--- src/rtl/uart_pkg.sv ---
// Shared types and constants for the UART transmit scheduler:
// sequencer states, parity encodings and frame-length bounds.
package uart_pkg;

    typedef enum logic [2:0] {
        IDLE,
        WAIT_TICK,
        START,
        DATA,
        PARITY,
        STOP1,
        STOP2
    } txState_t;

    localparam logic [1:0] PAR_NONE0 = 2'b00;
    localparam logic [1:0] PAR_ODD   = 2'b01;
    localparam logic [1:0] PAR_EVEN  = 2'b10;
    localparam logic [1:0] PAR_NONE3 = 2'b11;

    localparam int DATA_BITS_SHORT = 7;
    localparam int DATA_BITS_LONG  = 8;
    localparam int MIN_FRAME_BITS  = 9;
    localparam int MAX_FRAME_BITS  = 12;

    function automatic logic parityEnabled(input logic [1:0] parityType);
        return (parityType == PAR_ODD) || (parityType == PAR_EVEN);
    endfunction

    // Bit 7 is excluded in 7-bit mode because it never reaches the line.
    function automatic logic parityBit(input logic [7:0] data,
                                       input logic       eightBits,
                                       input logic [1:0] parityType);
        logic [7:0] sent;
        sent = eightBits ? data : {1'b0, data[6:0]};
        return (^sent) ^ (parityType == PAR_ODD);
    endfunction

endpackage

--- src/rtl/uart_rr_arbiter.sv ---
// Round-robin arbiter: first requesting index at or after the pointer wins;
// the pointer moves past the winner whenever a grant is taken.
module uart_rr_arbiter #(
    parameter int NUM_REQ = 4,
    localparam int IDX_W = $clog2(NUM_REQ)
) (
    input  logic               Clock,
    input  logic               Reset,
    input  logic [NUM_REQ-1:0] Req,
    input  logic               Advance,
    output logic [NUM_REQ-1:0] Grant,
    output logic [IDX_W-1:0]   GrantIdx,
    output logic               AnyReq
);

    logic [IDX_W-1:0] pointer;
    logic [IDX_W-1:0] candIdx;

    always_comb begin
        // NOTE: every output gets a default before the search loop, so no path
        // leaves a value unassigned and no latch is inferred.
        Grant    = '0;
        GrantIdx = '0;
        AnyReq   = 1'b0;
        candIdx  = '0;
        for (int k = 0; k < NUM_REQ; k++) begin
            candIdx = IDX_W'((int'(pointer) + k) % NUM_REQ);
            if (!AnyReq && Req[candIdx]) begin
                AnyReq          = 1'b1;
                Grant[candIdx]  = 1'b1;
                GrantIdx        = candIdx;
            end
        end
    end

    always_ff @(posedge Clock) begin
        // NOTE: registers use non-blocking assignments so every flop samples
        // pre-edge values regardless of statement order.
        if (Reset) begin
            pointer <= '0;
        end else if (Advance) begin
            pointer <= (int'(GrantIdx) == NUM_REQ - 1) ? '0 : GrantIdx + 1'b1;
        end
    end

endmodule

--- src/rtl/uart_tx_scheduler.sv ---
// Shares one UART TX line between NUM_REQ byte sources: round-robin grant,
// then one start/data/parity/stop frame per grant, one bit per BaudTick.
module uart_tx_scheduler
    import uart_pkg::*;
#(
    parameter int NUM_REQ = 4,
    localparam int IDX_W = $clog2(NUM_REQ)
) (
    input  logic                 Clock,
    input  logic                 Reset,
    input  logic                 BaudTick,
    input  logic [NUM_REQ-1:0]   Req,
    input  logic [8*NUM_REQ-1:0] DataIn,
    input  logic [1:0]           ParityType,
    input  logic                 StopBits,
    input  logic                 DataLength,
    output logic [NUM_REQ-1:0]   Ack,
    output logic [IDX_W-1:0]     GrantId,
    output logic                 DataOut,
    output logic                 ActiveFlag,
    output logic                 DoneFlag
);

    txState_t         state;
    logic [7:0]       shiftReg;
    logic [2:0]       bitCnt;
    logic             dataLenLatched;
    logic             stopTwoLatched;
    logic             parityEnLatched;
    logic             parityBitLatched;

    logic [NUM_REQ-1:0] grant;
    logic [IDX_W-1:0]   grantIdx;
    logic               anyReq;
    logic               arbFire;
    logic [7:0]         winnerByte;
    logic [2:0]         lastBit;

    // The DoneFlag cycle is skipped so back-to-back frames keep an idle bit.
    assign arbFire    = (state == IDLE) && !DoneFlag && !Reset && anyReq;
    assign Ack        = arbFire ? grant : '0;
    assign winnerByte = DataIn[8*int'(grantIdx) +: 8];
    assign lastBit    = dataLenLatched ? 3'(DATA_BITS_LONG - 1) : 3'(DATA_BITS_SHORT - 1);

    uart_rr_arbiter #(.NUM_REQ(NUM_REQ)) u_arbiter (
        .Clock    (Clock),
        .Reset    (Reset),
        .Req      (Req),
        .Advance  (arbFire),
        .Grant    (grant),
        .GrantIdx (grantIdx),
        .AnyReq   (anyReq)
    );

    always_ff @(posedge Clock) begin
        if (Reset) begin
            state            <= IDLE;
            DataOut          <= 1'b1;
            GrantId          <= '0;
            ActiveFlag       <= 1'b0;
            DoneFlag         <= 1'b0;
            bitCnt           <= '0;
            shiftReg         <= '0;
            dataLenLatched   <= 1'b0;
            stopTwoLatched   <= 1'b0;
            parityEnLatched  <= 1'b0;
            parityBitLatched <= 1'b0;
        end else begin
            DoneFlag <= 1'b0;
            case (state)
                IDLE: begin
                    if (arbFire) begin
                        GrantId          <= grantIdx;
                        shiftReg         <= winnerByte;
                        dataLenLatched   <= DataLength;
                        stopTwoLatched   <= StopBits;
                        parityEnLatched  <= parityEnabled(ParityType);
                        parityBitLatched <= parityBit(winnerByte, DataLength, ParityType);
                        bitCnt           <= '0;
                        ActiveFlag       <= 1'b1;
                        state            <= WAIT_TICK;
                    end
                end
                WAIT_TICK: begin
                    if (BaudTick) begin
                        DataOut <= 1'b0;
                        state   <= START;
                    end
                end
                START: begin
                    if (BaudTick) begin
                        DataOut  <= shiftReg[0];
                        shiftReg <= {1'b0, shiftReg[7:1]};
                        bitCnt   <= '0;
                        state    <= DATA;
                    end
                end
                DATA: begin
                    if (BaudTick) begin
                        if (bitCnt == lastBit) begin
                            bitCnt <= '0;
                            if (parityEnLatched) begin
                                DataOut <= parityBitLatched;
                                state   <= PARITY;
                            end else begin
                                DataOut <= 1'b1;
                                state   <= STOP1;
                            end
                        end else begin
                            DataOut  <= shiftReg[0];
                            shiftReg <= {1'b0, shiftReg[7:1]};
                            bitCnt   <= bitCnt + 3'd1;
                        end
                    end
                end
                PARITY: begin
                    if (BaudTick) begin
                        DataOut <= 1'b1;
                        state   <= STOP1;
                    end
                end
                STOP1: begin
                    if (BaudTick) begin
                        if (stopTwoLatched) begin
                            state <= STOP2;
                        end else begin
                            DoneFlag   <= 1'b1;
                            ActiveFlag <= 1'b0;
                            DataOut    <= 1'b1;
                            state      <= IDLE;
                        end
                    end
                end
                STOP2: begin
                    if (BaudTick) begin
                        DoneFlag   <= 1'b1;
                        ActiveFlag <= 1'b0;
                        DataOut    <= 1'b1;
                        state      <= IDLE;
                    end
                end
                default: begin
                    DataOut    <= 1'b1;
                    ActiveFlag <= 1'b0;
                    state      <= IDLE;
                end
            endcase
        end
    end

endmodule

--- config.mk ---
export PLATFORM = sky130hd
export DESIGN_NAME = uart_tx_scheduler
export DESIGN_NICKNAME = d
export VERILOG_FILES = /design/src/rtl/uart_pkg.sv /design/src/rtl/uart_rr_arbiter.sv /design/src/rtl/uart_tx_scheduler.sv
export SDC_FILE = /design/constraint.sdc
export NUM_CORES = 1
export LEC_CHECK = 0
export BUFFER_PORTS_ARGS = -buffer_cell sky130_fd_sc_hd__buf_2
export CAP_MARGIN = 10
export CORE_MARGIN = 1.5
export CORE_UTILIZATION = 40
export DETAILED_ROUTE_END_ITERATION = 6
export GPL_TIMING_DRIVEN = 0
export PLACE_DENSITY = 0.64
export SLEW_MARGIN = 20
export SYNTH_ARGS = -nofsm -noshare
export SYNTH_HDL_FRONTEND = slang
export SYNTH_HIERARCHICAL = 1
export SYNTH_SLANG_ARGS = --single-unit
--- constraint.sdc ---
create_clock -name Clock -period 6.3 [get_ports Clock]
set_clock_uncertainty 0.1 [all_clocks]
set_input_delay 0.315 -clock Clock [delete_from_list [all_inputs] [get_ports Clock]]
set_output_delay 0.315 -clock Clock [all_outputs]
set_load 0.05 [all_outputs]
Word level (Yosys, flattened, before mapping)
Cells that the tools add are included.
{"block": "word_totals", "regBits": 25, "input_bits": 43, "output_inout_bits": 9}
{"block": "op_classes", "addsub": 5, "n_lt_le_gt_ge": 8, "eq_ne": 21, "shifts": 1, "muxes": 69, "n_bitwise": 6, "n_reduce_logical": 27}
{"cell": "2-to-1 mux 8 bit", "count": 5}
{"cell": "2-to-1 mux 3 bit", "count": 12}
{"cell": "indexed part select 32 x 6 -> 8 bit", "count": 1}
{"cell": "2-to-1 mux 1 bit", "count": 28}
{"cell": "one-hot mux 8 bit (3 select lines)", "count": 1}
{"cell": "one-hot mux 3 bit (7 select lines)", "count": 1}
{"cell": "2-to-1 mux 4 bit", "count": 5}
{"cell": "!= test 2 bit (second input constant)", "count": 10}
{"cell": "less-than comparator 2 x 3 -> 1 bit (second input constant)", "count": 4}
{"cell": "OR 4 bit", "count": 3}
{"cell": "logical AND 1 bit", "count": 10}
{"cell": "2-to-1 mux 2 bit", "count": 5}
{"cell": "AND reduction 5 bit", "count": 2}
{"cell": "equality test 3 bit (second input constant)", "count": 3}
{"cell": "one-hot mux 3 bit (3 select lines)", "count": 1}
{"cell": "binary-select mux 1 bit (select 2 bit)", "count": 4}
{"cell": "demux 1 bit (select 2 bit)", "count": 4}
{"cell": ">= comparator 2 x 1 -> 1 bit (second input constant)", "count": 4}
{"cell": "AND reduction 8 bit", "count": 1}
{"cell": "parity 8 bit", "count": 1}
{"cell": "AND reduction 7 bit", "count": 1}
{"cell": "equality test 3 x 2 -> 1 bit (second input constant)", "count": 2}
{"cell": "one-hot mux 1 bit (6 select lines)", "count": 1}
{"cell": "zero test 1 bit", "count": 5}
{"cell": "19 further kinds", "count": 23}

Depth between registers and ports, before layout
Gate-level depths: netlist (run 1).
{"block": "logic_depth", "ltp_word": 16, "depth_mapped": 14}

By module
The synthesis (run 1) kept the hierarchy.
{"mod": "uart_tx_scheduler", "n_inst": 1, "cells_per_inst": 167, "area_per_inst_um2": 1450.1}
{"mod": "uart_rr_arbiter", "n_inst": 1, "cells_per_inst": 57, "area_per_inst_um2": 536.8}

Least setup slack after synthesis (run 1)
OpenSTA, ideal clock, no wires.
{"block": "synth_path", "kind": "register to register", "start": "register (tool-made name)", "end": "register parityBitLatched", "setup_time_ps": 134, "arrival_ps": 3392, "t_required_ps": 6066, "path_slack_ps": 2674, "stages_incl_launch_ff": 15, "n_path_buf": 2, "cell_sequence": "dfxtp_1 buf_4 inv_1 ha_1 mux4_2 and2b_1 o21ai_2 nand2_1 buf_2 mux4_2 xnor2_1 xnor2_1 xnor2_1 xnor2_1 mux2i_1"}
{"item": "end signal, assigned", "line": "uart_tx_scheduler.sv:78", "rtl": "parityBitLatched <= parityBit(winnerByte, DataLength, ParityType);"}
{"item": "end, declared", "line": "uart_tx_scheduler.sv:30", "rtl": "logic parityBitLatched;"}

==> results of run 1 <==
kinds of logic after synthesis:
family | share of synthesized area
simple gates | 0.196
compound gates | 0.225
flops | 0.252
buf+inv | 0.0598
mux | 0.177
xor+xnor | 0.0397
fa+ha+maj | 0.0504
cells in the final DEF, fill, tap and decap left out, types with 2 or more instances in the layout:
master / n
a211oi_1: 4
xnor2_1: 9
nand2b_1: 2
nand2_1: 26
a21o_1: 3
a21oi_1: 16
clkbuf_1: 8
and2_1: 5
nor3_1: 3
mux2i_1: 7
inv_1: 10
a221o_1: 4
a221oi_1: 3
a311oi_1: 4
a311oi_2: 4
a22oi_1: 5
o21ai_0: 6
buf_2: 52
clkbuf_8: 3
nor2_1: 28
buf_6: 3
dfxtp_1: 25
nand3_1: 4
ha_1: 8
mux4_2: 12
registers in the layout (all words and copies together), names as in the netlist, 2 cells and up, named ones only:
signal,flops
shiftReg,8
bitCnt,3
state,3
GrantId,2
through the flow:
step,area [um2],power [mW],hold WS [ns]
4_1_cts,2370,0.964,0.176
3_5_place_dp,2320,0.866,0.348
6_report,2370,0.957,0.178
2_1_floorplan,1990,0.753,0.283
5_1_grt,2370,1.04,0.192
3_3_place_gp,2320,0.858,0.347
critical path: cells and delay by family, from the launching register on:
family | cells | cell delay, ns
AND/OR/NAND/NOR | 1 | 0.33
buffers and inverters | 3 | 0.76
flip-flops | 1 | 0.50
AO/OA/AOI/OAI | 1 | 0.22
multiplexers | 3 | 0.94
XOR/XNOR | 4 | 0.73
adder cells (fa/ha/maj) | 1 | 0.40
area by class of cell:
class | instances | area (um2)
Buffer | 14 | 81.3
Clock inverter | 1 | 5.00
Multi-Input combinational cell | 175 | 1370
Timing Repair Buffer | 50 | 250
Tap cell | 67 | 83.8
Fill cell | 482 | 2390
Sequential cell | 25 | 500
Inverter | 10 | 37.5
Clock buffer | 3 | 41.3
where the power goes:
group          leakage (nW)  switching, mW  internal [mW]
Sequential            0.205         0.0265          0.193
Clock                0.0255         0.0537         0.0444
Combinational         0.730          0.339          0.301
per-layer routing:
layer,track usage,up-vias,part of all wire
met2,0.275,41,0.46
met4,0.0494,0,0.012
met5,0,-,0
li1,-,930,-
met3,0.0165,5,0.034
met1,0.241,867,0.50
worst paths after layout:
check	end	startpoint	cells after the start	slack (ns)
max	parityBitLatched$_SDFFE_PP0P_	register	13	2.20
min	stopTwoLatched$_SDFFE_PP0P_	StopBits	3	0.18
max reg2reg	parityBitLatched$_SDFFE_PP0P_	register	13	2.20
min reg2reg	parityBitLatched$_SDFFE_PP0P_	parityBitLatched$_SDFFE_PP0P_	2	0.36
==> flow_summary.ini, run 1 <==
[outcome]
status = complete, no violations

[synth]
synth_top_area_cell = dfxtp_1
yosysUniqueCellTypes = 47
synth_area_um2 = 1990
syn_avg_cell_area_um2 = 8.87
synthFlopType = dfxtp_1
synth.top_cells.by_count = nor2_1, nand2_1, dfxtp_1, a21oi_1, mux4_2
yosysMostFrequentCell = nor2_1
synth_seq_cells = 25
ys_warn_count = 6
yosysTopAreaCellShare = 0.252
synth-edff-count = 0
synth_area_leaders = dfxtp_1, mux4_2, nor2_1, ha_1, nand2_1
netlist_instances = 224
synthArstFlopShare = 0
yosysSeqAreaShare = 0.252
syn-num-nets = 275

[worst_setup_path]
cpPeakStageDelay_ns = 0.50
slowest_stage = dfxtp_1
cp.arrival_ns = 4.16
cp_common_cell = xnor2_1
critPathCaptureType = register
worstSetupPathType = register to register
required_ns = 6.35
worstPathMaxFanout = 10
cp-start-kind = register
crit_chain = buf_4, inv_1, ha_1, mux4_2, nor3_1, a211o_2, clkbuf_1, mux4_2, xnor2_1, xnor2_1, xnor2_1, xnor2_1, mux2i_1

[cts]
htree_num_levels = 1
clockBufferDepth = 2
numCtsBuffers = 3
cts_hold_buf = 0
postCtsSetupBuffers = 0
cts.sinks = 25
tritoncts = yes
cts_resized = 0
cts-root-buf = clkbuf_8
clk_pin_slew_worst_paths_ns = 0.09
clk_latency_ns = 0.27

[floorplan]
rows = 25
core_um2 = 4750
die_w_um = 73.5
start_util = 0.418
boundaryPins = 52
die_area_um2 = 5400
die_h_um = 73.5

[global_route]
antenna_found_initial = 0
grtUsageTotal = 0.170
gr-total-overflow = 0
first_global_vias = 1651
grt_max_degree = 15
grt_pass1_wl_um = 7330

[final_layout]
diodes = 0
stdcell_count = 345
nets = 330
area_growth_pct = 19.1
postLayoutCoreUtil = 0.498
layout-drive-gt1-share = 0.309

[detailed_routing]
vias_per_cell = 5.34
drc_errors = 0
drt-wirelength-per-cell_um = 12.9
ant_nets = 0
first_pass_iters = 4
drt_iter0_markers = 107
drt-total-wl_um = 4470
vias = 1843

[placed_design]
io_buffer_count = 50
dp_cells = 341
pre_cts_slack_ns = 2.17
place.gp.congestion = 0.824
post-dp-hpwl_um = 3460

[power]
leakagePower_nw = 0.961
p_per_area_nw_per_um2 = 404
max-vdd-ir-drop_mv = 0.273

[timing]
finalSetupTns_ns = 0
period_needed_ns = 4.10
setup_viol = 0
finalCritPeriodShare = 0.651
setup_ws_ns = 2.20
grt_setup_unrepaired = no
maxSlewViolCount = 0
finalHoldViolations = 0
worstMarginPinSlew_ns = 0.756
max_slew_margin = 0.494
clock.fmax_mhz = 244

[worst_hold_path]
min_path_type = primary input to register

[job]
cap_violations = 0
No activity file was read; power rests on OpenSTA's default activity.
==> run 2: changes to the inputs <==
- ABC_AREA: not set -> 1
- PLACE_DENSITY: 0.64 -> 0.65
- clock period: 6.3 -> 3.39 ns (I/O delays scaled with it)
==> flow_summary.ini, run 2 <==
[outcome]
status = complete, no violations

[timing]
finalCritPeriodShare = 0.894
max_slew_margin = 0.668
finalHoldViolations = 0
worst_hold_slack_ns = 0.0654
grt_setup_unrepaired = no
clock.fmax_mhz = 330
period_needed_ns = 3.03
finalSetupTns_ns = 0
setup_ws_ns = 0.360
setup_viol = 0
maxSlewViolCount = 0
worstMarginPinSlew_ns = 0.492

[final_layout]
largest_reg_flops = 8
final_common_cell = nand2_1
fillers = 607
regMostFlops = shiftReg
nets = 484
layout_common_cells = nand2_1, buf_2, inv_1, nand3_1, nor2_1
diodes = 0
area_growth_pct = 17.2
layout-drive-gt1-share = 0.257
finalInstanceArea_um2 = 2750
top_regs = shiftReg: 8 flops, bitCnt: 3 flops, state: 3 flops

[detailed_routing]
vias = 2462
vias_per_cell = 4.88
drt-wirelength-per-cell_um = 10.9
drc_errors = 0
drt_iter0_markers = 107
ant_nets = 0
drt-total-wl_um = 5480
first_pass_iters = 4

[worst_setup_path]
path_buf_inv = 6
worstSetupPathType = register to register
crit_chain = buf_6, inv_8, ha_1, inv_1, nand3_1, nand2_2, nor2_4, nand2_1, nand3_2, nand2_2, buf_6, buf_4, nand2_1, nand3_1, nand2_1, nand2_1, nand3_1, nand2_1, nand2_1, nand2_1, nand2_1, nand3_1, nand2_1, inv_1
reg2reg_slack_ns = 0.36
worstPathMaxFanout = 10
cp-start-kind = register
reg2reg_depth = 24
cpPeakStageDelay_ns = 0.42
critPathCaptureType = register
crit_family = simple AND/OR/NAND/NOR gates
cp.arrival_ns = 3.11
required_ns = 3.47
timing.rr.end = parityBitLatched$_SDFFE_PP0P_
slowest_stage = dfxtp_1
cp_common_cell = nand2_1

[synth]
yosysUniqueCellTypes = 42
yosysTopAreaCellShare = 0.213
syn_avg_cell_area_um2 = 6.24
synth_seq_cells = 25
synth_top_area_cell = dfxtp_1
synth_area_um2 = 2340
synth-edff-count = 0
synth_area_leaders = dfxtp_1, nand2_1, nand3_1, inv_1, o21ai_0
yosysMostFrequentCell = nand2_1
synthArstFlopShare = 0
synthFlopType = dfxtp_1
synth.top_cells.by_count = nand2_1, inv_1, nand3_1, nor2_1, o21ai_0
syn-num-nets = 427
yosysSeqAreaShare = 0.213
netlist_instances = 376
ys_warn_count = 6

[cts]
numCtsBuffers = 3
tritoncts = yes
clk_pin_slew_worst_paths_ns = 0.09
cts-root-buf = clkbuf_8
cts.sinks = 25
clockBufferDepth = 2
htree_num_levels = 1
clk_latency_ns = 0.27

[worst_hold_path]
hold_start = StopBits
min_path_type = primary input to register
min_to = stopTwoLatched$_SDFFE_PP0P_
hold_depth = 3

[floorplan]
die_w_um = 79.6
rows = 27
die_area_um2 = 6330
core_um2 = 5570
die_h_um = 79.6
boundaryPins = 52
start_util = 0.421

[global_route]
grtUsageTotal = 0.185
antenna_found_initial = 0
grt_max_degree = 15
grt_pass1_wl_um = 9630
gr-total-overflow = 0
first_global_vias = 2217

[placed_design]
placed_area_um2 = 2690
pre_cts_slack_ns = 0.305
post-dp-hpwl_um = 4430
place.gp.congestion = 0.860
io_buffer_count = 51

[job]
cap_violations = 0
[run 2: changes by cell type after synthesis, sizes merged, moves of 4 or more]
cell    change
nand3      +31
a311oi      -7
and2        -5
nand2     +107
a221o       -4
mux4       -12
xnor2       -9
inv        +37
mux2i       -7
buf         +4
clkbuf      -6
nor2        +8
o21ai      +29
[run 2: area by class of cell]
cell class | count | area, um2 | share of cell area
Timing Repair Buffer | 52 | 265 | 0.0965
Multi-Input combinational cell | 292 | 1570 | 0.570
Inverter | 47 | 186 | 0.0679
Tap cell | 72 | 90.1 | 0.0328
Buffer | 12 | 91.3 | 0.0332
Clock buffer | 3 | 41.3 | 0.0150
Sequential cell | 25 | 502 | 0.183
Clock inverter | 1 | 5.00 | 0.00182
[run 2: repair_timing]
item                       CTS  global route
setup buffers                0             0
setup endpoints to repair    0             1
hold endpoints to repair     1             0
gates resized for setup      0             1
hold buffers                 1             0
[run 2: worst register-to-register path, cell delays in order, from the launching register on]
cell,delay (ns)
dfxtp_1,0.42
buf_6,0.18
inv_8,0.06
ha_1,0.33
inv_1,0.08
nand3_1,0.10
nand2_2,0.10
nor2_4,0.14
nand2_1,0.07
nand3_2,0.10
nand2_2,0.07
buf_6,0.14
buf_4,0.17
nand2_1,0.08
nand3_1,0.08
nand2_1,0.14
nand2_1,0.07
nand3_1,0.10
nand2_1,0.06
nand2_1,0.07
nand2_1,0.05
nand2_1,0.05
nand3_1,0.07
nand2_1,0.07
inv_1,0.03
[run 2: kinds of logic (layout without fill, tap and decap cells)]
logic type	Yosys count	after routing	share of synthesized area
AO/OA/AOI/OAI	68	68	0.168
XOR/XNOR	3	3	0.0144
adder cells (fa/ha/maj)	8	8	0.0427
buffers and inverters	59	115	0.118
flip-flops	25	25	0.213
AND/OR/NAND/NOR	213	213	0.443
[run 2: worst max path at each step]
stage | startpoint | endpoint | slack, ns | depth (start not counted)
3_5_place_dp | u_arbiter/pointer[1]$_SDFFE_PP0P_ | parityBitLatched$_SDFFE_PP0P_ | 0.31 | 23
2_1_floorplan | u_arbiter/pointer[1]$_SDFFE_PP0P_ | parityBitLatched$_SDFFE_PP0P_ | 0.71 | 22
5_1_grt | register | parityBitLatched$_SDFFE_PP0P_ | 0.07 | 24
4_1_cts | u_arbiter/pointer[1]$_SDFFE_PP0P_ | parityBitLatched$_SDFFE_PP0P_ | 0.28 | 23
3_3_place_gp | u_arbiter/pointer[1]$_SDFFE_PP0P_ | parityBitLatched$_SDFFE_PP0P_ | 0.27 | 23
6_report | register | parityBitLatched$_SDFFE_PP0P_ | 0.36 | 24
[run 2: per-layer routing]
layer | GRT usage | vias up | part of all wire
li1 | - | 1330 | -
met1 | 0.244 | 1064 | 0.48
met2 | 0.323 | 64 | 0.47
met3 | 0.0343 | 4 | 0.052
met4 | 0.0211 | 0 | 0.0046
met5 | 0 | - | 0
[run 2: metrics by stage]
step                cells  utilization
detailed placement    499        0.483
CTS                   504        0.493
finish                504        0.493
global route          504        0.493
floorplan             376            -
global placement      499        0.483
Power of run 2 is left out: the tool's default activity adds up to more than one toggle a clock period on the data nets, which glitch-free logic cannot reach.
==> run 3: changes to the inputs <==
- MAX_ROUTING_LAYER: not set -> met4
- RECOVER_POWER: not set -> 50
==> flow_summary.ini, run 3 (synthesis gave the netlist of run 2 again) <==
[outcome]
status = complete, no violations

[cts]
htree_num_levels = 1
clk_pin_slew_worst_paths_ns = 0.09
postCtsSetupBuffers = 0
cts.sinks = 25
clk_latency_ns = 0.27
numCtsBuffers = 3
cts-root-buf = clkbuf_8
tritoncts = yes
clockBufferDepth = 2

[final_layout]
final_common_cell = nand2_1
layout_common_cells = nand2_1, buf_2, inv_1, nand3_1, nor2_1
regMostFlops = shiftReg
diodes = 0
layout-drive-gt1-share = 0.234
fillers = 617
top_regs = shiftReg: 8 flops, bitCnt: 3 flops, state: 3 flops
postLayoutCoreUtil = 0.487
seqCellArea_um2 = 502
multi_input_area_um2 = 1540
nets = 484
finalInstanceArea_um2 = 2710
largest_reg_flops = 8
area_growth_pct = 15.7

[timing]
clock.fmax_mhz = 328
grt_setup_unrepaired = no
finalCritPeriodShare = 0.898
setup_viol = 0
worstMarginPinSlew_ns = 0.611
finalHoldViolations = 0
maxSlewViolCount = 0
max_slew_margin = 0.594
period_needed_ns = 3.05
setup_ws_ns = 0.345
finalSetupTns_ns = 0

[global_route]
antenna_found_initial = 0
grt_pass1_wl_um = 9630
first_global_vias = 2214
grtUsageTotal = 0.190
grt_max_degree = 15
gr-total-overflow = 0

[placed_design]
io_buffer_count = 51
pre_cts_slack_ns = 0.305
placed_area_um2 = 2690
post-dp-hpwl_um = 4430
place.gp.congestion = 0.874

[floorplan]
boundaryPins = 52
core_um2 = 5570
die_w_um = 79.6
rows = 27
start_util = 0.421
die_h_um = 79.6
die_area_um2 = 6330

[worst_hold_path]
hold_start = StopBits
min_path_type = primary input to register
hold_depth = 3
min_to = stopTwoLatched$_SDFFE_PP0P_

[detailed_routing]
drt-total-wl_um = 5490
vias_per_cell = 4.89
drc_errors = 0
vias = 2467
ant_nets = 0
drt_iter0_markers = 100
drt-wirelength-per-cell_um = 10.9
first_pass_iters = 4

[worst_setup_path]
worstPathMaxFanout = 10
cp.arrival_ns = 3.12
required_ns = 3.47
cp-start-kind = register
critPathCaptureType = register
reg2reg_slack_ns = 0.34
timing.rr.end = parityBitLatched$_SDFFE_PP0P_
worstSetupPathType = register to register
reg2reg_depth = 24

[job]
cap_violations = 0
[run 3: cell types whose count changed in the layout (fill, tap and decap cells not counted), sizes merged]
cell    delta
buf        -6
clkbuf     +6
[run 3: critical path, cell delays in order, from the launching register on]
cell	delay [ns]
dfxtp_1	0.42
buf_6	0.18
inv_8	0.06
ha_1	0.33
inv_1	0.08
nand3_1	0.10
nand2_2	0.10
nor2_4	0.14
nand2_1	0.07
nand3_2	0.10
nand2_2	0.07
buf_6	0.14
buf_4	0.16
nand2_1	0.08
nand3_1	0.08
nand2_1	0.14
nand2_1	0.07
nand3_1	0.10
nand2_1	0.06
nand2_1	0.07
nand2_1	0.05
nand2_1	0.05
nand3_1	0.07
nand2_1	0.09
inv_1	0.04
[run 3: stage by stage]
| step | hold slack, ns | cells |
|---|---|---|
| after global placement | 0.284 | 499 |
| final | 0.0661 | 504 |
| after floorplan | 0.149 | 376 |
| after global routing | 0.0847 | 504 |
| after detailed placement | 0.290 | 499 |
| after CTS | 0.0664 | 504 |
[run 3: timing repair]
item	4_1_cts	5_1_grt
hold buffers	1	0
hold endpoints to repair	1	0
gates resized for setup	0	1
endpoints found under the setup margin	0	1
[run 3: worst max-delay path by stage]
| stage | endpoint | slack (ns) |
|---|---|---|
| after global placement | parityBitLatched$_SDFFE_PP0P_ | 0.27 |
| after global routing | parityBitLatched$_SDFFE_PP0P_ | 0.05 |
| after floorplan | parityBitLatched$_SDFFE_PP0P_ | 0.71 |
| after CTS | parityBitLatched$_SDFFE_PP0P_ | 0.28 |
| final | parityBitLatched$_SDFFE_PP0P_ | 0.34 |
| after detailed placement | parityBitLatched$_SDFFE_PP0P_ | 0.31 |
[run 3: per-layer routing]
layer  track usage  up-vias  routed length, um
met5             -        -                  0
met4        0.0211        0                 22
met3        0.0343        4                322
met2         0.323       74               2550
met1         0.244     1060               2590
li1              -     1329                  -
[run 3: area by class of cell]
cell class | count | area share
buffer | 12 | 0.0332
clock buffer | 3 | 0.0152
clock inverter | 1 | 0.00185
inverter | 47 | 0.0687
multi-input combinational | 292 | 0.567
sequential | 25 | 0.185
tap | 72 | 0.0332
timing repair buffer | 52 | 0.0955
Power of run 3 is left out for the same reason.
